--- src/rtl/div_pkg.sv ---
// Shared types and sizes for the iterative divider.
// The default operand width lives here so that the counter width follows it.
package div_pkg;
    localparam int DIV_W = 32;
    localparam int CNT_W = $clog2(DIV_W);

    typedef enum logic [1:0] {
        IDLE,
        RUN,
        DONE
    } div_state_t;
endpackage

--- src/rtl/cla_16bit.sv ---
// 16-bit carry-lookahead adder: lookahead inside 4-bit groups and across the groups.
module CLA_16bit (
    input  logic [15:0] a,
    input  logic [15:0] b,
    input  logic        cin,
    output logic [15:0] sum,
    output logic        cout
);
    logic [15:0] g;
    logic [15:0] p;
    logic [15:0] c;
    logic [3:0]  grp_g;
    logic [3:0]  grp_p;
    logic [4:0]  grp_c;

    assign g = a & b;
    assign p = a ^ b;

    // Group generate/propagate, carries between groups, then carries inside each group
    always_comb begin
        grp_g = '0;
        grp_p = '0;
        grp_c = '0;
        c     = '0;
        for (int k = 0; k < 4; k++) begin
            grp_g[k] = g[4*k+3]
                     | (p[4*k+3] & g[4*k+2])
                     | (p[4*k+3] & p[4*k+2] & g[4*k+1])
                     | (p[4*k+3] & p[4*k+2] & p[4*k+1] & g[4*k]);
            grp_p[k] = &p[4*k +: 4];
        end
        grp_c[0] = cin;
        for (int k = 0; k < 4; k++) begin
            grp_c[k+1] = grp_g[k] | (grp_p[k] & grp_c[k]);
        end
        for (int i = 0; i < 16; i++) begin
            if ((i % 4) == 0) begin
                c[i] = grp_c[i/4];
            end else begin
                c[i] = g[i-1] | (p[i-1] & c[i-1]);
            end
        end
    end

    assign sum  = p ^ c;
    assign cout = grp_c[4];
endmodule

--- src/rtl/div_step.sv ---
// One restoring-division iteration, purely combinational.
// The trial subtraction rem_shifted - D is done as rem_shifted + ~D + 1 on a chain
// of 16-bit lookahead adders wide enough to hold bitwidth+1 bits plus headroom.
module div_step #(
    parameter int bitwidth = 32
) (
    input  logic [bitwidth-1:0] rem,
    input  logic [bitwidth-1:0] quo,
    input  logic [bitwidth-1:0] d,
    output logic [bitwidth-1:0] rem_next,
    output logic [bitwidth-1:0] quo_next
);
    localparam int NBLK  = (bitwidth + 1) / 16 + 1;
    localparam int SUM_W = NBLK * 16;

    logic [bitwidth:0]  rem_shifted;
    logic [SUM_W-1:0]   a_ext;
    logic [SUM_W-1:0]   b_ext;
    logic [SUM_W-1:0]   sum;
    logic [NBLK:0]      carry;
    logic               no_borrow;

    // Shift {rem,quo} left by one: the quotient MSB moves into the partial remainder
    assign rem_shifted = {rem, quo[bitwidth-1]};
    assign a_ext       = SUM_W'(rem_shifted);
    assign b_ext       = ~SUM_W'(d);
    assign carry[0]    = 1'b1;

    generate
        for (genvar gi = 0; gi < NBLK; gi++) begin : g_cla
            CLA_16bit u_cla (
                .a    (a_ext[gi*16 +: 16]),
                .b    (b_ext[gi*16 +: 16]),
                .cin  (carry[gi]),
                .sum  (sum[gi*16 +: 16]),
                .cout (carry[gi+1])
            );
        end
    endgenerate

    // Carry out of the whole chain means rem_shifted >= D; the difference is then < D,
    // so the bits above bitwidth are zero as well
    assign no_borrow = carry[NBLK] & ~(|sum[SUM_W-1:bitwidth]);

    assign rem_next = no_borrow ? sum[bitwidth-1:0] : rem_shifted[bitwidth-1:0];
    assign quo_next = {quo[bitwidth-2:0], no_borrow};
endmodule

--- src/rtl/iter_divider.sv ---
// Multi-cycle restoring divider with valid/ready handshakes, one operation in flight.
// Optional feature: define SIGNED_DIV_EN to add the is_signed port and sign fix-up.
module iter_divider
    import div_pkg::*;
#(
    parameter int bitwidth = DIV_W
) (
    input  logic                clk,
    input  logic                rst,
    input  logic                in_valid,
    output logic                in_ready,
    input  logic [bitwidth-1:0] dividend,
    input  logic [bitwidth-1:0] divisor,
`ifdef SIGNED_DIV_EN
    input  logic                is_signed,
`endif
    output logic                out_valid,
    input  logic                out_ready,
    output logic [bitwidth-1:0] quotient,
    output logic [bitwidth-1:0] remainder,
    output logic                div_by_zero
);
    div_state_t          state_reg;
    div_state_t          state_next;
    logic [bitwidth-1:0] rem_reg;
    logic [bitwidth-1:0] quo_reg;
    logic [bitwidth-1:0] d_reg;
    logic [CNT_W-1:0]    count_reg;
    logic [bitwidth-1:0] rem_next;
    logic [bitwidth-1:0] quo_next;
    logic [bitwidth-1:0] n_mag;
    logic [bitwidth-1:0] d_mag;
    logic [bitwidth-1:0] q_final;
    logic [bitwidth-1:0] r_final;
    logic                accept;

    assign in_ready  = (state_reg == IDLE);
    assign out_valid = (state_reg == DONE);
    assign accept    = in_ready & in_valid;

    div_step #(.bitwidth(bitwidth)) u_step (
        .rem      (rem_reg),
        .quo      (quo_reg),
        .d        (d_reg),
        .rem_next (rem_next),
        .quo_next (quo_next)
    );

`ifdef SIGNED_DIV_EN
    logic n_neg;
    logic d_neg;
    logic neg_q_reg;
    logic neg_r_reg;

    assign n_neg   = is_signed & dividend[bitwidth-1];
    assign d_neg   = is_signed & divisor[bitwidth-1];
    assign n_mag   = n_neg ? -dividend : dividend;
    assign d_mag   = d_neg ? -divisor : divisor;
    assign q_final = neg_q_reg ? -quo_next : quo_next;
    assign r_final = neg_r_reg ? -rem_next : rem_next;

    // Remember the result signs at accept; the quotient flips on mixed signs,
    // the remainder follows the dividend
    always_ff @(posedge clk or posedge rst) begin
        if (rst) begin
            neg_q_reg <= 1'b0;
            neg_r_reg <= 1'b0;
        end else if (accept) begin
            neg_q_reg <= n_neg ^ d_neg;
            neg_r_reg <= n_neg;
        end
    end
`else
    assign n_mag   = dividend;
    assign d_mag   = divisor;
    assign q_final = quo_next;
    assign r_final = rem_next;
`endif

    // State register
    always_ff @(posedge clk or posedge rst) begin
        if (rst) begin
            state_reg <= IDLE;
        end else begin
            state_reg <= state_next;
        end
    end

    // Next-state: divide-by-zero skips RUN; the step at count 0 is the last one
    always_comb begin
        state_next = state_reg;
        case (state_reg)
            IDLE: begin
                if (in_valid) begin
                    state_next = (divisor == '0) ? DONE : RUN;
                end
            end
            RUN: begin
                if (count_reg == '0) begin
                    state_next = DONE;
                end
            end
            DONE: begin
                if (out_ready) begin
                    state_next = IDLE;
                end
            end
            default: state_next = IDLE;
        endcase
    end

    // Operand latch, iteration datapath and result registers (held stable in DONE)
    always_ff @(posedge clk or posedge rst) begin
        if (rst) begin
            rem_reg     <= '0;
            quo_reg     <= '0;
            d_reg       <= '0;
            count_reg   <= '0;
            quotient    <= '0;
            remainder   <= '0;
            div_by_zero <= 1'b0;
        end else begin
            case (state_reg)
                IDLE: begin
                    if (in_valid) begin
                        d_reg     <= d_mag;
                        rem_reg   <= '0;
                        quo_reg   <= n_mag;
                        count_reg <= CNT_W'(bitwidth - 1);
                        if (divisor == '0) begin
                            quotient    <= '0;
                            remainder   <= dividend;
                            div_by_zero <= 1'b1;
                        end
                    end
                end
                RUN: begin
                    rem_reg <= rem_next;
                    quo_reg <= quo_next;
                    if (count_reg == '0) begin
                        quotient    <= q_final;
                        remainder   <= r_final;
                        div_by_zero <= 1'b0;
                    end else begin
                        count_reg <= count_reg - 1'b1;
                    end
                end
                default: ;
            endcase
        end
    end
endmodule

--- config.mk ---
export PLATFORM = sky130hd
export DESIGN_NAME = iter_divider
export DESIGN_NICKNAME = d
export VERILOG_FILES = /design/src/rtl/div_pkg.sv /design/src/rtl/cla_16bit.sv /design/src/rtl/div_step.sv /design/src/rtl/iter_divider.sv
export SDC_FILE = /design/constraint.sdc
export NUM_CORES = 1
export LEC_CHECK = 0
export CORE_AREA = 5 5 146 148
export CTS_CLUSTER_DIAMETER = 100
export CTS_CLUSTER_SIZE = 10
export DETAILED_ROUTE_END_ITERATION = 10
export DIE_AREA = 0 0 151 153
export HOLD_SLACK_MARGIN = 0.08
export PLACE_DENSITY = 0.84
export REMOVE_ABC_BUFFERS = 1
export SYNTH_ARGS = -nofsm -noshare
export SYNTH_HDL_FRONTEND = slang
export SYNTH_HIERARCHICAL = 1
export SYNTH_SLANG_ARGS = --single-unit
--- constraint.sdc ---
create_clock -name clk -period 11.1 [get_ports clk]
set_input_delay 1.665 -clock clk [delete_from_list [all_inputs] [get_ports clk]]
set_output_delay 1.665 -clock clk [all_outputs]
set_load 0.01 [all_outputs]
==> implementation parameters, run 1 <==
Parameter                              Value

Outcome
  Result of the run    finished clean

Placed design
  Final GP Congestion    0.8797
  Port bufs    134
  HPWL after detailed placement    16,710 um
  Pre-CTS worst setup slack    5.165 ns

Global route
  Sum of overflow across all layers after global routing    0
  GRT Total Usage    21.47%
  Number of antenna violations at the first check in global routing    1
  Largest net degree at the start of global routing    99
  Vias in the first global route    7,895
  First-pass GRT wire length    39,850 um

STA
  Number of hold violations in the final report    0
  Number of max-slew violations in the final report    0
  Post-route fraction of the period consumed by the critical path    53.65%
  Highest clock frequency the design can meet    167.9 MHz
  Final worst slack    5.145 ns
  Slew HR    33.82%
  Total setup violations reported at the end of the flow    0
  Transition time at the pin with the least slew margin    0.9928 ns
  Final Critical Period    5.955 ns
  Maximum clock skew at final layout    0.01022 ns
  Setup_tns    0 ns
  Setup repair after global routing missed its margin    no

Route
  Average detailed-routed wire length per instance    17.38 um
  Detailed-route DRC error count    0
  Count of routing violations after the opening detailed-route iteration    501
  Number of search-and-repair iterations in the first detailed-routing pass    4
  Final Routed Wirelength    24,190 um
  Number of routed nets with antenna violations    0
  Via Count    7,634
  Via density per instance    5.484

Critical path
  Kind of end point of the critical path    flop
  Element type at the critical path start    flop
  Arrival @ worst endpoint    6.23 ns
  Required @ worst endpoint    11.37 ns
  Launch point of the critical path    quo_reg[31]$_DFFE_PP0P_
  Path type of the worst setup path    flop to flop
  Worst reg2reg path startpoint    quo_reg[31]$_DFFE_PP0P_
  Worst R2R Path Depth    26
  Worst reg-to-reg setup slack    5.14 ns
  Critical path fanouts, max    17
  Last element of the critical path    remainder[5]$_DFFE_PP0P_
  Reg2reg end    remainder[5]$_DFFE_PP0P_

Die
  Die span in y    153 um
  I/O pin count    135
  Core footprint    19,910 um^2
  FP Rows    52
  DIE WIDTH    151 um
  Starting density of the core    49.04%
  Die Footprint    23,100 um^2

Synthesis
  Syn avg cell area    9.983 um^2
  Mux share of post-synthesis cell area    3.691%
  Main flop type after synthesis    dfrtp_1
  Adder and majority gate portion of the synthesized area    13.66%
  Yosys cell types    45
  Largest family of logic cells by synthesized area    compound AO/OA/AOI/OAI gates
  Synthesis warning total    6
  Count of mapped cells out of synthesis    978
  Share of synthesized cell area in and, or, nand and nor gates    12.01%
  Share of flip-flops with an asynchronous set or reset after synthesis    100.0%
  Proportion of synthesized chip area in sequential cells    43.06%
  Complex-gate fraction of the synthesized area    17.94%
  Post-synthesis xor/xnor area fraction    1.166%
  EDFF count, synth    0
  Register bit count reported by yosys    168
  Post-synthesis instance area    9763 um^2

Clock network
  TritonCTS buffer count    17
  TritonCTS Sinks    168
  Buffers inserted by post-CTS timing repair    0
  Clock tree from TritonCTS    built
  CTS clk-pin slew, worst paths    0.07 ns
  Cts repair resizes    0
  Post-CTS Hold Buffers    0
  Deepest level of the CTS H-tree    4
  Clock Latency Late Sink    0.44 ns
  Number of buffers between clock root and the deepest sink    2
  CTS Root Buffer Type    clkbuf_16

Final layout
  End-of-flow core utilization    59.43%
  Synthesis-to-finish area growth    21.18%
  Fraction of layout instances using a drive strength above 1    9.010%
  Number of nets in the layout    1,261

Power and ir drop
  Total Power Consumption    3.094 mW
  Peak supply drop    0.1539 mV
  Power Dens Cells    261.5 nW/um^2
  Leakage power    5.530 nW

Flow run
  Number of max-capacitance violations reported    0

Min path
  Path category of the worst min-delay check    flop to flop
-- Yosys cell counts, drive strengths merged (2+ instances only) --
| cell | number | area, um^2 |
|---|---|---|
| dfrtp | 168 | 4204 |
| a21oi | 150 | 792.0 |
| nand2 | 142 | 538.0 |
| inv | 78 | 292.8 |
| buf | 57 | 410.4 |
| ha | 49 | 613.1 |
| nor2b | 41 | 264.0 |
| o21ai | 39 | 206.5 |
| fa | 36 | 720.7 |
| a22o | 32 | 280.3 |
| a32o | 32 | 320.3 |
| mux2 | 32 | 360.3 |
| clkbuf | 31 | 116.4 |
| nor2 | 14 | 62.56 |
| nor4 | 11 | 68.82 |
| nor3 | 10 | 61.31 |
| xor2 | 7 | 61.31 |
| nand3 | 6 | 45.04 |
| xnor2 | 6 | 52.55 |
| nand4 | 5 | 31.28 |
| a21o | 4 | 30.03 |
| and4 | 4 | 35.03 |
| o21bai | 4 | 30.03 |
| a211o | 3 | 26.28 |
| a211oi | 3 | 22.52 |
| o31ai | 3 | 37.54 |
| or3b | 3 | 26.28 |
| and2 | 2 | 12.51 |
| conb | 2 | 7.510 |
-- metal layers --
metal | global-route usage (%) | vias to the layer above | share of wire [%] | wire length [um]
met5 | 0 | - | 0 | 0
met4 | 6.002 | 0 | 1.7 | 415
met3 | 4.649 | 30 | 6.3 | 1513
met2 | 35.90 | 237 | 50 | 12150
met1 | 28.20 | 3825 | 42 | 10110
li1 | - | 3542 | - | -
-- how the worst min path moves through the flow --
| stage | from | to | slack (ns) | cells after the start |
|---|---|---|---|---|
| 2_1_floorplan | d_reg[0]$_DFFE_PP0P_ | d_reg[0]$_DFFE_PP0P_ | 0.45 | 2 |
| 3_3_place_gp | d_reg[15]$_DFFE_PP0P_ | d_reg[15]$_DFFE_PP0P_ | 0.46 | 2 |
| 3_5_place_dp | d_reg[18]$_DFFE_PP0P_ | d_reg[18]$_DFFE_PP0P_ | 0.46 | 2 |
| 4_1_cts | d_reg[16]$_DFFE_PP0P_ | d_reg[16]$_DFFE_PP0P_ | 0.48 | 2 |
| 5_1_grt | d_reg[18]$_DFFE_PP0P_ | d_reg[18]$_DFFE_PP0P_ | 0.49 | 2 |
| 6_report | d_reg[16]$_DFFE_PP0P_ | d_reg[16]$_DFFE_PP0P_ | 0.47 | 2 |
-- cell type report --
class                      count  area, um^2
clock buffer                  19       452.9
timing repair buffer         145        1424
tap                          270       337.8
antenna                        1       2.502
multi-input combinational    698        4969
sequential                   168        4204
fill                        1644        8078
clock inverter                13       143.9
inverter                      78       297.8
-- cells in the final DEF, fill, tap and decap left out, types with 4 or more instances in the layout --
cell and instances:
clkdlybuf4s50_1 134, and4_1 4, nor3_1 9, mux2_1 4, clkbuf_16 17, a21oi_2 11, nor2b_1 39, nand4_1 5
xor2_1 7, inv_6 4, xnor2_1 6, nor2_1 12, conb_1 56, fa_1 36, a21oi_1 139, mux2_2 28
nand2_1 140, o21ai_0 36, nor4_1 11, inv_1 77, buf_4 11, ha_1 49, a32o_1 32, dfrtp_1 168
a21o_1 4, a22o_1 32
-- worst max-delay path, stage by stage, from the launching register on --
cell      delay, ns
dfrtp_1        0.42
ha_1           0.31
a21oi_1        0.15
nor2_1         0.10
o31ai_2        0.24
nand3_2        0.13
a211o_1        0.31
a21oi_2        0.16
nor2_2         0.07
o31ai_2        0.24
nand3_2        0.13
a211o_1        0.33
a21oi_1        0.14
nor2_1         0.09
nor3_1         0.29
o21bai_1       0.15
fa_1           0.41
fa_1           0.39
fa_1           0.38
xor2_1         0.17
nor4_1         0.07
nand2_1        0.12
nor3_4         0.13
buf_4          0.26
mux2_1         0.36
a21oi_1        0.14
a21oi_1        0.08
-- where the power goes --
part	switching [mW]	internal, mW	leakage, nW
Clock	0.263	0.346	0.288
Sequential	0.173	0.864	2.12
Combinational	0.849	0.600	3.12
-- cells by family (layout without fill, tap and decap cells) --
logic type	after synthesis	in the layout
adder cells (fa/ha/maj)	85	85
other	2	57
flip-flops	168	168
multiplexers	32	32
AO/OA/AOI/OAI	271	271
buffers and inverters	166	255
AND/OR/NAND/NOR	241	241
XOR/XNOR	13	13
-- metrics by stage --
stage	area, um^2	std cells	hold slack [ns]
after global routing	11830	1392	0.4868
after global placement	11230	1359	0.4592
after detailed placement	11230	1359	0.4632
after floorplan	9439	944	0.4457
final	11830	1392	0.4738
after CTS	11830	1391	0.4790
No activity file was read; power rests on OpenSTA's default activity.
==> run 2, diff against run 1 <==
==> constraint.sdc (replaced) <==
create_clock -name clk -period 5.5 [get_ports clk]
set_input_delay 0.825 -clock clk [delete_from_list [all_inputs] [get_ports clk]]
set_output_delay 0.825 -clock clk [all_outputs]
set_load 0.01 [all_outputs]
==> run 2 against run 1 <==
- global-route usage grew 0.67 points
- sequential share of layout area fell by 1.3 points
- combinational power grew 120%
- die area unchanged
- via count rose by 1.4%
- largest power group unchanged
- worst setup slack got worse by 5.1 ns
- register-to-register slack got worse by 5.1 ns
- first-iteration DRC count decreased by 0.80%
- maximum frequency rose by 9.6%
- wire length increased by 3.5%
- clock power grew 110%
==> implementation parameters, run 2 (synthesis results as in run 1) <==
Parameter                              Value

Min path
  Path category of the worst min-delay check    flop to flop
  Hold-critical path depth    2 (unchanged)

Global route
  Sum of overflow across all layers after global routing    0 (unchanged)
  Vias in the first global route    8,201 (+3.9%)
  First-pass GRT wire length    40,890 um (+2.6%)
  Number of antenna violations at the first check in global routing    0 (-1)
  Largest net degree at the start of global routing    97 (-2.0%)
  GRT Total Usage    22.15% (+0.67 points)

Final layout
  Synthesis-to-finish area growth    25.71%
  Layout fillers    1,608 (-2.2%)
  Antenna diode count    0 (-1)
  Number of nets in the layout    1,291 (+2.4%)
  Finished layout cell area    12,270 um^2 (+3.7%)
  Top library cells by usage in the layout, fill and taps aside    168 x dfrtp_1, 140 x nand2_1, 134 x clkdlybuf4s50_1
  Commonest non-fill, non-tap cell in the layout    dfrtp_1
  Fraction of layout instances using a drive strength above 1    14.86% (+5.8 points)
  End-of-flow core utilization    61.65% (+2.2 points)

Power and ir drop
  Total Power Consumption    6.514 mW (+110%)
  Leakage power    5.726 nW (+3.5%)
  Peak supply drop    0.3479 mV (+130%)
  Power Dens Cells    530.8 nW/um^2 (+100%)

Die
  I/O pin count    135 (unchanged)
  DIE WIDTH    151 um (unchanged)
  Starting density of the core    49.04% (unchanged)
  Die Footprint    23,100 um^2 (unchanged)
  Core footprint    19,910 um^2 (unchanged)
  FP Rows    52 (unchanged)
  Die span in y    153 um (unchanged)

Critical path
  Path type of the worst setup path    flop to flop
  Worst reg-to-reg setup slack    0.06 ns (-5.08 ns)
  Largest incremental delay on the critical path    0.39 ns (-0.03 ns)
  Kind of end point of the critical path    flop
  Launch point of the critical path    quo_reg[31]$_DFFE_PP0P_
  Worst R2R Path Depth    26 (unchanged)
  Element type at the critical path start    flop
  Last element of the critical path    remainder[8]$_DFFE_PP0P_
  Cell mode on critical path    a21oi_2
  Required @ worst endpoint    5.81 ns (-5.56 ns)
  Reg2reg end    remainder[8]$_DFFE_PP0P_
  Worst reg2reg path startpoint    quo_reg[31]$_DFFE_PP0P_
  Arrival @ worst endpoint    5.74 ns (-0.49 ns)
  Critical path fanouts, max    15 (-2)
  Slowest-stage cell, CP    dfrtp_1

Clock network
  Deepest level of the CTS H-tree    4 (unchanged)
  CTS clk-pin slew, worst paths    0.06 ns (about the same)
  TritonCTS Sinks    168 (unchanged)
  Clock tree from TritonCTS    built
  CTS Root Buffer Type    clkbuf_16
  Number of buffers between clock root and the deepest sink    2 (unchanged)
  TritonCTS buffer count    17 (unchanged)
  Clock Latency Late Sink    0.43 ns (about the same)

Route
  Number of routed nets with antenna violations    0 (unchanged)
  Number of search-and-repair iterations in the first detailed-routing pass    7 (+3)
  Detailed-route DRC error count    0 (unchanged)
  Count of routing violations after the opening detailed-route iteration    497 (-0.80%)
  Final Routed Wirelength    25,030 um (+3.5%)
  Average detailed-routed wire length per instance    17.62 um (+1.4%)
  Via Count    7,743 (+1.4%)
  Via density per instance    5.449 (-0.64%)

Placed design
  Pre-CTS worst setup slack    -0.1712 ns (-5.336 ns)
  Final GP Congestion    0.8329 (-5.3%)
  HPWL after detailed placement    17,020 um (+1.8%)
  Port bufs    134 (unchanged)
  Placed standard-cell area    11,420 um^2 (+1.7%)

STA
  Slew HR    31.03% (-2.8 points)
  Number of max-slew violations in the final report    0 (unchanged)
  Post-route fraction of the period consumed by the critical path    98.83% (+45 points)
  Final worst slack    0.06443 ns (-5.080 ns)
  Highest clock frequency the design can meet    184.0 MHz (+9.6%)
  Maximum clock skew at final layout    0.01058 ns (+0.0003604 ns)
  Final Critical Period    5.436 ns (-0.5197 ns)
  Worst hold slack across all endpoints    0.4756 ns (+0.001751 ns)
  Total setup violations reported at the end of the flow    0 (unchanged)
  Setup repair after global routing missed its margin    yes
  Transition time at the pin with the least slew margin    1.035 ns (+0.04179 ns)
  Number of hold violations in the final report    0 (unchanged)

Outcome
  Result of the run    finished clean

Flow run
  Number of max-capacitance violations reported    0 (unchanged)
## run 2: cell types whose count changed in the layout (fill, tap and decap cells not counted), moves of 3 or more
cell        change
buf_4          +27
fa_1            -5
mux2_4          +4
fa_2            +5
mux2_1          -3
clkinvlp_4      -3
a21oi_1        -26
a21oi_2        +26
## run 2: worst max-delay path, delay by kind of cell (launching register included)
family	cells	cell delay (ns)
xor gates and xnor gates	1	0.14
DFF	1	0.39
adders and majority gates	4	1.37
muxes	1	0.30
AOI/OAI and AO/OA	10	2.07
and+or+nand+nor	9	0.84
buffers and inverters	1	0.17
## run 2: repair_timing
item                                    in CTS  in global routing
endpoints found under the setup margin      62                 64
hold buffers                                 0                  0
gates resized for setup                      9                 38
hold endpoints to repair                     0                  0
pin swaps                                   11                 17
buffers inserted                             4                  4
## run 2: routing by layer
layer | vias to the layer above | global-route usage, % | wire (um)
li1 | 3601 | - | -
met1 | 3845 | 28.45 | 10600
met2 | 255 | 37.43 | 12520
met3 | 42 | 3.909 | 1320
met4 | 0 | 8.074 | 591
met5 | - | 0 | 0
## run 2: final cells by class
cell class              count  area (um^2)  area share, %
clock buffers              20        456.7          3.721
clock inverters            12        171.4          1.397
inverters                  78        297.8          2.426
multi-input cells         698         5127          41.78
flip-flops and latches    168         4204          34.25
well taps                 270        337.8          2.753
repair buffers            175         1678          13.67
## run 2: worst min path at each step
stage	start	endpoint	slack, ns
after CTS	d_reg[10]$_DFFE_PP0P_	d_reg[10]$_DFFE_PP0P_	0.48
final	d_reg[12]$_DFFE_PP0P_	d_reg[12]$_DFFE_PP0P_	0.48
after detailed placement	d_reg[2]$_DFFE_PP0P_	d_reg[2]$_DFFE_PP0P_	0.46
after floorplan	d_reg[0]$_DFFE_PP0P_	d_reg[0]$_DFFE_PP0P_	0.45
after global placement	d_reg[3]$_DFFE_PP0P_	d_reg[3]$_DFFE_PP0P_	0.46
after global routing	d_reg[24]$_DFFE_PP0P_	d_reg[24]$_DFFE_PP0P_	0.49
## run 2: per-stage QoR
stage / std cells / TNS [ns]
finish: 1421 / 0
global route: 1421 / -5.839
CTS: 1417 / 0
detailed placement: 1381 / -5.553
global placement: 1381 / 0
floorplan: 944 / -204.76
## run 2: power by group
group          switching (mW)  total (mW)  internal [mW]
clock network           0.499        1.28          0.783
logic                    1.82        3.14           1.33
registers               0.347        2.09           1.74
